===== config.mk =====
export PLATFORM = sky130hd
export DESIGN_NAME = div_unit_flat
export DESIGN_NICKNAME = d
export VERILOG_FILES = /design/src/rtl/div_unit_if.sv /design/src/rtl/div_unit.sv /design/src/flat_wrapper.sv
export SDC_FILE = /design/constraint.sdc
export NUM_CORES = 1
export LEC_CHECK = 0
export ABC_AREA = 0
export CAP_MARGIN = 25
export CORE_UTILIZATION = 30
export DETAILED_ROUTE_END_ITERATION = 12
export GPL_ROUTABILITY_DRIVEN = 0
export PLACE_DENSITY_LB_ADDON = 0.3
export SETUP_SLACK_MARGIN = 0.05
export SLEW_MARGIN = 20
export SYNTH_ARGS = -nofsm -noshare
export SYNTH_HDL_FRONTEND = slang
export SYNTH_SLANG_ARGS = --single-unit

===== constraint.sdc =====
create_clock -name clk -period 3.4 [get_ports clk]
set_input_delay 1.02 -clock clk [delete_from_list [all_inputs] [get_ports clk]]
set_output_delay 1.02 -clock clk [all_outputs]
set_load 0.01 [all_outputs]

===== src/rtl/div_unit_if.sv =====
// Divide handshake between the execute stage (master) and the divider (slave).
interface div_unit_if #(
    parameter int WIDTH = 32
);
    logic             div_enable;
    logic             div_sign;
    logic [WIDTH-1:0] div_src1;
    logic [WIDTH-1:0] div_src2;
    logic             div_ack;
    logic             div_complete;
    logic [WIDTH-1:0] div_quotient;
    logic [WIDTH-1:0] div_remainder;

    modport master (
        output div_enable, div_sign, div_src1, div_src2, div_ack,
        input  div_complete, div_quotient, div_remainder
    );

    modport slave (
        input  div_enable, div_sign, div_src1, div_src2, div_ack,
        output div_complete, div_quotient, div_remainder
    );
endinterface


===== src/rtl/div_unit.sv =====
// Iterative radix-2 restoring divider, signed/unsigned, quotient and remainder.
// Results are held in DONE until the execute stage acknowledges hand-off.
module div_unit #(
    parameter int WIDTH = 32,
    parameter int CNT_W = 6
) (
    input  logic        clk,
    input  logic        reset,
    div_unit_if.slave   div
);
    typedef enum logic [1:0] {IDLE, BUSY, FIX, DONE} state_t;

    state_t           state, state_nxt;
    logic [WIDTH-1:0] dvs, quo, rem;
    logic [WIDTH-1:0] quotient_q, remainder_q;
    logic [CNT_W-1:0] cnt;
    logic             q_neg, r_neg;
    logic             complete;

    logic [WIDTH-1:0] abs1, abs2;
    logic [WIDTH:0]   rem_sh, trial;
    logic             fits, last;

    assign abs1 = (div.div_sign && div.div_src1[WIDTH-1]) ? -div.div_src1 : div.div_src1;
    assign abs2 = (div.div_sign && div.div_src2[WIDTH-1]) ? -div.div_src2 : div.div_src2;

    // Shifted partial remainder needs one extra bit before the trial subtract.
    assign rem_sh = {rem, quo[WIDTH-1]};
    assign trial  = rem_sh - {1'b0, dvs};
    assign fits   = rem_sh >= {1'b0, dvs};
    assign last   = cnt == CNT_W'(WIDTH-1);

    always_ff @(posedge clk) begin
        if (reset) state <= IDLE;
        else       state <= state_nxt;
    end

    always_comb begin
        state_nxt = state;
        unique case (state)
            IDLE: if (div.div_enable) state_nxt = BUSY;
            BUSY: begin
                if (!div.div_enable) state_nxt = IDLE;
                else if (last)       state_nxt = FIX;
            end
            FIX:  state_nxt = div.div_enable ? DONE : IDLE;
            DONE: if (div.div_ack) state_nxt = IDLE;
            default: state_nxt = IDLE;
        endcase
    end

    always_comb begin
        complete = 1'b0;
        if (state == DONE) complete = 1'b1;
    end

    always_ff @(posedge clk) begin
        if (reset) begin
            dvs         <= '0;
            quo         <= '0;
            rem         <= '0;
            cnt         <= '0;
            q_neg       <= 1'b0;
            r_neg       <= 1'b0;
            quotient_q  <= '0;
            remainder_q <= '0;
        end else begin
            unique case (state)
                IDLE: if (div.div_enable) begin
                    dvs   <= abs2;
                    quo   <= abs1;
                    rem   <= '0;
                    cnt   <= '0;
                    q_neg <= div.div_sign & (div.div_src1[WIDTH-1] ^ div.div_src2[WIDTH-1]);
                    r_neg <= div.div_sign & div.div_src1[WIDTH-1];
                end
                BUSY: begin
                    rem <= fits ? trial[WIDTH-1:0] : rem_sh[WIDTH-1:0];
                    quo <= {quo[WIDTH-2:0], fits};
                    cnt <= cnt + 1'b1;
                end
                // An abort in FIX leaves the previous results visible.
                FIX: if (div.div_enable) begin
                    quotient_q  <= q_neg ? -quo : quo;
                    remainder_q <= r_neg ? -rem : rem;
                end
                default: ;
            endcase
        end
    end

    assign div.div_complete  = complete;
    assign div.div_quotient  = quotient_q;
    assign div.div_remainder = remainder_q;
endmodule


===== src/flat_wrapper.sv =====
// flat-port wrapper written by rule: the top's interface ports become plain ports
module div_unit_flat 
#(
    parameter int WIDTH = 32,
    parameter int CNT_W = 6
)
  (clk, reset, div_div_enable, div_div_sign, div_div_src1, div_div_src2, div_div_ack, div_div_complete, div_div_quotient, div_div_remainder);
  div_unit_if #(.WIDTH(WIDTH)) div_i ();
  input  logic clk;
  input  logic reset;
  input wire logic [$bits(div_i.div_enable)-1:0] div_div_enable;
  input wire logic [$bits(div_i.div_sign)-1:0] div_div_sign;
  input wire logic [$bits(div_i.div_src1)-1:0] div_div_src1;
  input wire logic [$bits(div_i.div_src2)-1:0] div_div_src2;
  input wire logic [$bits(div_i.div_ack)-1:0] div_div_ack;
  output wire logic [$bits(div_i.div_complete)-1:0] div_div_complete;
  output wire logic [$bits(div_i.div_quotient)-1:0] div_div_quotient;
  output wire logic [$bits(div_i.div_remainder)-1:0] div_div_remainder;
  assign div_i.div_enable = div_div_enable;
  assign div_i.div_sign = div_div_sign;
  assign div_i.div_src1 = div_div_src1;
  assign div_i.div_src2 = div_div_src2;
  assign div_i.div_ack = div_div_ack;
  assign div_div_complete = div_i.div_complete;
  assign div_div_quotient = div_i.div_quotient;
  assign div_div_remainder = div_i.div_remainder;
  div_unit #(.WIDTH(WIDTH), .CNT_W(CNT_W)) u_core (.clk(clk), .reset(reset), .div(div_i));
endmodule

; Yosys cells after proc, flatten, opt, wreduce, memory -nomap -nowiden
; Index checks and enable logic that the tools add are counted.
[op_classes]
eq_ne = 7
n_addsub = 6
reduce_logical = 8
mux = 18
n_bitwise = 3
magnitude_cmp = 1
[ops]
columns = op, count
row1 = 32-bit two-way mux, 7
row2 = 32-bit negation, 4
row3 = 32-bit case mux with 2 select lines, 2
row4 = 33-bit by 32-bit greater-or-equal comparator with 1-bit output, 1
row5 = 32-bit subtractor, 1
row6 = 6-bit case mux with 2 select lines, 1
row7 = 2-bit two-way mux, 5
row8 = 2-bit case mux with 4 select lines, 1
row9 = "6-bit by 1-bit adder with 6-bit output, second input constant", 1
row10 = "6-bit by 5-bit equality test with 1-bit output, second input constant", 1
row11 = 6-bit two-way mux, 1
row12 = 2-bit AND reduction, 3
row13 = "2-bit equality test, second input constant", 2
row14 = "2-bit inequality test, second input constant", 2
row15 = "3-bit by 2-bit inequality test with 1-bit output, second input constant", 1
row16 = 3-bit AND reduction, 1
row17 = 1-bit AND, 2
row18 = "2-bit by 1-bit equality test with 1-bit output, second input constant", 1
row19 = 1-bit logical AND, 2
row20 = 2-bit logical NOT, 1
row21 = 2-bit nonzero test, 1
row22 = 1-bit two-way mux, 1
row23 = 1-bit XOR, 1
[word_totals]
wordCells = 52
out_inout_bits = 65
inputBits = 69
regBits = 170

; Depth between registers and ports, before layout
; Gate-level depths: netlist (run 1).
[logic_depth]
ltp_word = 4
mapped_depth = 13

; Worst setup path after synthesis (run 1)
; Ideal clock, no wire load.
[synth_timing]
path_kind = in2reg
start = in div_div_src1[8]
end = reg u_core.quo[29]
required_ns = 3.268
path_stages = 8
n_path_buf = 0
path_slack_ns = 0.110
setup_time_ns = 0.132
arrival_time_ns = 3.158
cell_sequence = or4_1 nor4_1 and3b_1 nand2_1 or4_1 o41ai_1 xor2_1 o22ai_1
[synth_via]
elab_chain_len = 4
[synth_rtl]
columns = item, line
row1 = start: declaration, flat_wrapper.sv:13  ; input wire logic [$bits(div_i.div_src1)-1:0] div_div_src1;
row2 = 32-bit negation, div_unit.sv:24  ; assign abs1 = (div.div_sign && div.div_src1[WIDTH-1]) ? -div.div_src1 : div.div_src1;
row3 = 32-bit two-way mux, div_unit.sv:24
row4 = 32-bit two-way mux, div_unit.sv:69  ; IDLE: if (div.div_enable) begin
row5 = 32-bit case mux with 2 select lines, div_unit.sv:68  ; unique case (state)
row6 = end signal: assignment, div_unit.sv:71  ; quo <= abs1;
row7 = end signal: assignment, div_unit.sv:79  ; quo <= {quo[WIDTH-2:0], fits};
row8 = end: declaration, div_unit.sv:14  ; logic [WIDTH-1:0] dvs, quo, rem;
; Every way passes these cells. The select of a mux whose other input is x is not followed.
; A chain may end at the register's enable or synchronous reset.

; Worst setup path after layout (run 1)
[layout_timing]
start = in div_div_src1[9]
end = reg u_core.quo[27]
; Same word-level chain as after synthesis.

==> flow_summary.yaml, run 1 <==
global_route:
  antenna_found_initial: 0
  grt_pass1_vias: 9319
  overflow: 0
  grt_pass1_wl_um: 48260
  track_usage: 0.1661
  grt_max_degree: 92
synthesis:
  synth_seq_cells: 170
  syn_nets: 1449
  ys_async_sr_fraction: 0
  synth-main-ff-cell: "dfxtp_1"
  ys_seq_area_frac: 0.3231
  synth-warning-count: 0
  synth_cells: 1342
  synth.largest_area_cell: "dfxtp_1"
  synthTopCellsByArea: "dfxtp_1 32%, xor2_1 8.3%, a211oi_1 6.3%, nor2_1 5.1%, a21oi_1 4.7%"
  synth_edf_count: 0
  yosysMostFrequentCell: "dfxtp_1"
  netlist.area_leader.share: 0.3231
  syn-mean-instance-area_um2: 7.848
  synth_commonest_cells: "170 x dfxtp_1, 142 x nor2_1, 128 x nand2_1"
  synth.distinct_cells: 60
  synth_area_um2: 10530
placement:
  place_area_um2: 12860
  hpwl_um: 22410
  portBuffers: 133
clock_tree:
  cts_buffer_depth: 2
  tritoncts: "yes"
  clockRootBuffer: "clkbuf_16"
  numCtsBuffers: 17
  insertion_delay_ns: 0.44
  cts.clk_slew.worst_paths_ns: 0.07
  cts.sinks: 170
  h-tree-depth: 4
critical_path:
  crit_arrival_ns: 3.56
  required_ns: 3.69
  setup.worst_path.class: "primary input to flip-flop"
  end_kind: "flip-flop"
  cp_max_fo: 2
  cp-start-kind: "primary input"
timing:
  setup_violations: 0
  fin_crit_sh: 0.9619
  tightest_slew_ns: 1.028
  clock_skew_ns: 0.01534
  max_freq_mhz: 305.8
  fin_tns_setup_ns: 0
  rsz0062_at_grt: "true"
  relSlewSlack: 0.3136
  hold_ws_ns: 0.4536
  period_needed_ns: 3.270
  hold_viol: 0
  drv_slew: 0
layout:
  diodes: 0
  n_fill_cell: 3675
  syn2layout_area_growth_pct: 28.83
  fin_util: 0.3928
  regArea_um2: 3405
  drive_gt1_frac: 0.1030
  finalInstanceArea_um2: 13570
  final_nets: 1608
  multi_input_comb_area_um2: 6736
run_status:
  outcome: "completed"
drt:
  wirelength_um: 29580
  ant_nets: 0
  wl_per_cell_um: 15.02
  vias_per_cell: 5.024
  dr.first_iter.drc_count: 604
  drt-pass1-iter-count: 5
  drc: 0
  vias: 9892
run:
  maxCapViolCount: 0
floorplan:
  row_count: 68
  pin_count: 134
  die_h_um: 189.4
  coreArea_um2: 34540
  die_w_um: 189.4
  die_area_um2: 35860
  initial_core_util: 0.3049
power:
  peakVddDrop_mv: 0.3623
  p_leak_nw: 4.984
  power_density_nw_per_um2: 357.2
min_path:
  min_path_type: "flip-flop to flip-flop"
report_power, final:
part           internal [mW]  switching, mW
Combinational          0.391          0.489
Clock                  0.973          0.875
Sequential              2.05         0.0658
Total                   3.42           1.43
state kept, by name, indices dropped and copies added, names as in the netlist:
register / cells
u_core.quo: 32
u_core.state: 2
u_core.div.div_remainder: 32
u_core.q_neg: 1
u_core.cnt: 6
u_core.rem: 32
u_core.dvs: 32
u_core.r_neg: 1
u_core.div.div_quotient: 32
layout by cell type, fill, tap and decap left out, types with 8 or more instances in the layout:
master / n
a22oi_1: 31
nand2_1: 127
a21oi_1: 98
nand4_1: 9
clkdlybuf4s50_1: 131
nand3_1: 18
a211oi_1: 87
o41ai_1: 11
xnor2_1: 41
or3_1: 25
ha_1: 33
a31oi_1: 12
nor3_1: 16
a21o_1: 17
o31ai_1: 27
inv_1: 57
nor2_1: 140
clkbuf_16: 18
o21ai_0: 89
dfxtp_1: 169
nand2b_1: 8
xor2_1: 100
nor4_1: 11
buf_4: 86
mux2i_1: 32
cells by family (layout without fill, tap and decap cells):
group           count (synthesis)  after routing  share of synthesized area
fa+ha+maj                      38             38                    0.04585
compound gates                419            419                     0.2572
flops                         170            170                     0.3231
mux                            33             33                    0.03148
buf+inv                       141            313                    0.05084
simple gates                  400            400                     0.1743
xor+xnor                      141            141                     0.1172
path summary, 6_finish.rpt:
kind	startpoint	endpoint	slack [ns]	cells after the start
max	div_div_src1[9]	u_core.quo[27]$_SDFFE_PP0P_	0.13	10
min	u_core.dvs[17]$_SDFFE_PP0P_	u_core.dvs[17]$_SDFFE_PP0P_	0.45	2
max reg2reg	u_core.quo[3]$_SDFFE_PP0P_	u_core.div.div_quotient[24]$_SDFFE_PP0P_	0.17	9
min reg2reg	u_core.dvs[17]$_SDFFE_PP0P_	u_core.dvs[17]$_SDFFE_PP0P_	0.45	2
per-stage QoR:
step	std cells	total power [mW]	setup slack, ns
6_report	1969	4.848	0.1295
5_1_grt	1969	5.077	0.007143
4_1_cts	1966	4.882	0.1054
3_5_place_dp	1934	3.025	-0.4147
3_3_place_gp	1933	3.011	-0.3790
2_1_floorplan	1342	2.696	0.1100
routing by layer:
layer	routed length, µm	vias to the layer above	global-route usage
li1	-	5129	-
met1	14830	4544	0.2347
met2	13050	196	0.2575
met3	1318	23	0.02873
met4	378	0	0.04529
met5	0	-	0
layout make-up:
class,count,share of cell area
Inverter,57,0.01577
Timing Repair Buffer,224,0.1544
Clock inverter,13,0.007930
Tap cell,455,0.04195
Clock buffer,19,0.03264
Multi-Input combinational cell,1031,0.4964
Sequential cell,170,0.2509
critical path, stage by stage:
cell and delay [ns]:
clkdlybuf4s50_1 0.42, or4_4 0.54, nor4_4 0.24, and3b_2 0.25, nand2_2 0.07, or4_4 0.51, buf_4 0.16, o21ai_2 0.11
xor2_1 0.16, o22ai_1 0.09
timing repair:
action | 4_1_cts | 5_1_grt
setup buffers | 0 | 2
resized for setup | 1 | 23
endpoints found under the setup margin | 2 | 41
hold buffers | 0 | 0
gates cloned | 0 | 1
pin swaps | 0 | 6
Power figures use the tool's default switching activity.
==> run 2: changes to the inputs <==
- CAP_MARGIN: 25 -> unset
- CORE_MARGIN: unset -> 4
==> run 2 against run 1 <==
Sequential power is essentially flat. Largest power group is now clock. Power grew 7.5%. Via count shrank 0.47%. Critical endpoint is now u_core.div.div_quotient[30]$_SDFFE_PP0P_. Largest cell class unchanged. Global-route usage shrank 1.2 points. Highest routed layer unchanged. Register-to-register slack gained 0.02 ns.
==> flow_summary.yaml, run 2 (synthesis gave the netlist of run 1 again) <==
layout:
  final_nets: 1609
  syn2layout_area_growth_pct: 29.28
  diodes: 0
  layout_common_cells: "169 x dfxtp_1, 141 x nor2_1, 132 x clkdlybuf4s50_1, 128 x nand2_1, 100 x xor2_1"
  finalInstanceArea_um2: 13620
  final_common_cell: "dfxtp_1"
  final_cells: 1970
  drive_gt1_frac: 0.09835
  fin_util: 0.3932
clock_tree:
  h-tree-depth: 4
  clockRootBuffer: "clkbuf_16"
  tritoncts: "yes"
  numCtsBuffers: 17
  hold_buffers: 0
  cts.clk_slew.worst_paths_ns: 0.07
  cts_buffer_depth: 2
  cts.sinks: 170
  insertion_delay_ns: 0.45
placement:
  portBuffers: 133
  place_area_um2: 12890
  hpwl_um: 23070
  dp.cells: 1937
min_path:
  whs_path_depth: 2
  min_path_type: "flip-flop to flip-flop"
global_route:
  grt_use_met2: 0.2419
  grt_max_degree: 105
  gr-usage-met3: 0.03520
  grt_pass1_wl_um: 48730
  globalRouteMet1Util: 0.2129
  grt.busiest_layer: "met2"
  antenna_found_initial: 0
  overflow: 0
  grt_pass1_vias: 9357
  track_usage: 0.1542
drt:
  vias_per_cell: 4.998
  ant_nets: 0
  drt-pass1-iter-count: 5
  drc: 0
  wl_per_cell_um: 15.20
  dr.first_iter.drc_count: 552
  vias: 9846
  wirelength_um: 29940
floorplan:
  initial_core_util: 0.3042
  row_count: 68
  coreArea_um2: 34630
  pin_count: 134
  die_area_um2: 38170
  die_w_um: 195.4
  die_h_um: 195.4
timing:
  drv_slew: 0
  rsz0062_at_grt: "true"
  max_freq_mhz: 311.2
  hold_ws_ns: 0.4580
  tightest_slew_ns: 1.125
  hold_viol: 0
  period_needed_ns: 3.214
  relSlewSlack: 0.2493
  fin_crit_sh: 0.9452
  setup_violations: 0
  clock_skew_ns: 0.01027
critical_path:
  setup.worst_path.class: "flip-flop to flip-flop"
  cp_max_fo: 4
  crit_arrival_ns: 3.51
  end_kind: "flip-flop"
  required_ns: 3.69
  reg2reg_depth: 9
  cp-start-kind: "flip-flop"
power:
  p_total_mw: 5.213
  p_leak_nw: 5.028
  peakVddDrop_mv: 0.3599
  power_density_nw_per_um2: 382.8
run_status:
  outcome: "completed"
run:
  maxCapViolCount: 0
run 2: cell types whose count changed in the layout (fill, tap and decap cells not counted), moves of 2 or more:
cell and change:
bufinv_16 +5, clkinv_2 -2, ha_1 +3, ha_4 -4
run 2: where the power goes:
part	internal (mW)	switching [mW]	total, mW	leakage, nW
sequential	2.05	0.0606	2.11	1.38
combinational	0.388	0.489	0.877	3.32
clock	1.34	0.879	2.22	0.328
run 2: metal layers:
metal  vias up  wire, µm
li1       5126         -
met2       192     13240
met4         0       494
met5         -         0
met3        28      1508
met1      4500     14700
run 2: final cells by class:
type                            instances  area, µm²
Fill cell                            3545      21010
Tap cell                              455      569.3
Multi-Input combinational cell       1031       6673
Timing Repair Buffer                  225       2086
Clock buffer                           18      439.2
Sequential cell                       170       3405
Clock inverter                         14      231.5
Inverter                               57      214.0
run 2: critical path, cell delays in order, from the launching register on:
cell      delay [ns]
dfxtp_1         0.31
or4_4           0.54
or3_4           0.35
or2_1           0.24
or3_1           0.36
or3_1           0.37
or3_1           0.40
o21ai_0         0.22
xor2_1          0.18
a211oi_1        0.09
run 2: per-stage QoR:
| step | worst slack, ns | setup TNS, ns |
|---|---|---|
| 4_1_cts | 0.07281 | 0 |
| 3_5_place_dp | -0.4636 | -3.230 |
| 3_3_place_gp | -0.3887 | -1.999 |
| 5_1_grt | 0.03786 | 0 |
| 6_report | 0.1863 | 0 |
| 2_1_floorplan | 0.1100 | 0 |
run 2: path summary, 6_finish.rpt:
path                                               to  slack (ns)                       start
max          u_core.div.div_quotient[30]$_SDFFE_PP0P_        0.19  u_core.quo[2]$_SDFFE_PP0P_
min                         u_core.r_neg$_SDFFE_PP0P_        0.46   u_core.r_neg$_SDFFE_PP0P_
max reg2reg  u_core.div.div_quotient[30]$_SDFFE_PP0P_        0.19  u_core.quo[2]$_SDFFE_PP0P_
min reg2reg                 u_core.r_neg$_SDFFE_PP0P_        0.46   u_core.r_neg$_SDFFE_PP0P_
run 2: timing repair:
item | 4_1_cts | 5_1_grt
gates cloned | 0 | 0
pin swaps | 0 | 1
resized for setup | 1 | 12
endpoints found under the setup margin | 2 | 40
setup buffers | 0 | 1
==> run 3: changes to the inputs <==
- SLEW_MARGIN: 20 -> unset
==> run 3 against run 2 <==
Final cell count stayed put. Sequential power hardly changed. Worst hold slack hardly changed. Power hardly changed. Combinational power hardly changed. Flip-flop and latch count stayed put. Utilization hardly changed. Sequential share of layout area hardly changed. Critical path depth stayed put. Critical path type unchanged.
==> flow_summary.yaml, run 3 (synthesis gave the netlist of run 1 again) <==
layout:
  syn2layout_area_growth_pct: 29.18
  fin_util: 0.3929
  diodes: 0
  layout_common_cells: "170 x dfxtp_1, 141 x nor2_1, 132 x clkdlybuf4s50_1, 128 x nand2_1, 100 x xor2_1"
  drive_gt1_frac: 0.09769
  final_nets: 1609
  final_common_cell: "dfxtp_1"
critical_path:
  r2r_slack_ns: 0.19
  cp_max_fo: 4
  setup.worst_path.class: "flip-flop to flip-flop"
  cp-start-kind: "flip-flop"
  required_ns: 3.68
  reg2reg_depth: 9
  end_kind: "flip-flop"
  reg2reg_to: "u_core.div.div_quotient[28]$_SDFFE_PP0P_"
  r2r-start: "u_core.quo[2]$_SDFFE_PP0P_"
  crit_arrival_ns: 3.48
power:
  pwr-share-clk: 0.426
  peakVddDrop_mv: 0.3593
  internal-power_mw: 3.784
  p_leak_nw: 5.025
  combPwrFrac: 0.168
  pwr-share-seq: 0.406
  switchingPower_mw: 1.427
  swShare: 0.2738
  power_density_nw_per_um2: 383.0
global_route:
  grt_max_degree: 105
  grt_pass1_wl_um: 48730
  track_usage: 0.1542
  grt_pass1_vias: 9357
  antenna_found_initial: 0
  overflow: 0
floorplan:
  coreArea_um2: 34630
  initial_core_util: 0.3042
  die_area_um2: 38170
  pin_count: 134
  die_w_um: 195.4
  row_count: 68
  die_h_um: 195.4
timing:
  drv_slew: 0
  rsz0062_at_grt: "true"
  fin_tns_setup_ns: 0
  relSlewSlack: 0.1970
  period_needed_ns: 3.205
  hold_ws_ns: 0.4580
  hold_viol: 0
  fin_crit_sh: 0.9427
  tightest_slew_ns: 1.203
  setup_violations: 0
  clock_skew_ns: 0.009355
  max_freq_mhz: 312.0
min_path:
  whs_path_depth: 2
  min_from: "u_core.r_neg$_SDFFE_PP0P_"
  min_path_type: "flip-flop to flip-flop"
  min_to: "u_core.r_neg$_SDFFE_PP0P_"
clock_tree:
  clockRootBuffer: "clkbuf_16"
  cts.sinks: 170
  cts.clk_slew.worst_paths_ns: 0.07
  tritoncts: "yes"
  numCtsBuffers: 17
  cts_buffer_depth: 2
  hold_buffers: 0
  insertion_delay_ns: 0.45
  h-tree-depth: 4
drt:
  wl_per_cell_um: 15.22
  drt-pass1-iter-count: 5
  drc: 0
  wirelength_um: 29980
  vias_per_cell: 5.013
  vias: 9876
  ant_nets: 0
  dr.first_iter.drc_count: 573
placement:
  portBuffers: 133
  hpwl_um: 23070
run:
  maxCapViolCount: 0
run_status:
  outcome: "completed"
[run 3: cell counts in the layout (fill, tap and decap cells not counted)]
Identical to the previous run, type by type.
[run 3: worst max-delay path: stages (launching register included)]
cell and delay [ns]:
dfxtp_1 0.31, or4_4 0.54, or3_4 0.35, or2_1 0.24, or3_1 0.36, or3_1 0.37, or3_1 0.41, o21ai_0 0.22
xor2_1 0.16, a211oi_1 0.08
[run 3: area by class of cell]
type | count | area (µm²)
repair buffers | 225 | 2082
multi-input cells | 1031 | 6666
clock buffers | 18 | 439.2
flip-flops and latches | 170 | 3403
fillers | 3547 | 21020
well taps | 455 | 569.3
inverters | 57 | 214.0
clock inverters | 14 | 231.5
[run 3: through the flow]
stage	power (mW)	worst slack, ns	std cells	area [µm²]
after floorplan	2.696	0.1100	1342	10530
after global placement	3.012	-0.3887	1937	12890
after detailed placement	3.021	-0.4636	1937	12890
after CTS	5.264	0.07281	1969	13560
after global routing	5.455	0.03786	1970	13610
final	5.210	0.1947	1970	13610
[run 3: what timing repair did]
item                       in CTS  in global routing
gates resized for setup         1                 13
setup endpoints to repair       2                 41
buffers inserted                0                  1
pin swaps                       0                  1
[run 3: power by group through the flow]
stage / Sequential (mW) / Clock, mW / Combinational (mW)
2_1_floorplan: 2.14 / 0 / 0.554
3_3_place_gp: 2.16 / 0 / 0.857
3_5_place_dp: 2.16 / 0 / 0.863
4_1_cts: 2.11 / 2.28 / 0.868
5_1_grt: 2.12 / 2.36 / 0.974
6_report: 2.11 / 2.22 / 0.877
[run 3: worst max-delay path by stage]
stage          cells after the start                        from                                        to  slack (ns)
3_3_place_gp                      10             div_div_src1[8]               u_core.quo[27]$_SDFFE_PP0P_       -0.39
6_report                           9  u_core.quo[2]$_SDFFE_PP0P_  u_core.div.div_quotient[28]$_SDFFE_PP0P_        0.19
3_5_place_dp                       9             div_div_src1[8]               u_core.quo[29]$_SDFFE_PP0P_       -0.46
2_1_floorplan                      8             div_div_src1[8]               u_core.quo[29]$_SDFFE_PP0P_        0.11
5_1_grt                           14  u_core.dvs[6]$_SDFFE_PP0P_               u_core.rem[21]$_SDFFE_PP0P_        0.04
4_1_cts                           13  u_core.dvs[8]$_SDFFE_PP0P_                u_core.rem[9]$_SDFFE_PP0P_        0.07
[run 3: metal layers]
layer | vias to the layer above | GRT usage | part of all wire
met1 | 4527 | 0.2129 | 0.49
met2 | 191 | 0.2419 | 0.44
met5 | - | 0 | 0
met3 | 28 | 0.03520 | 0.050
li1 | 5130 | - | -
met4 | 0 | 0.04370 | 0.016
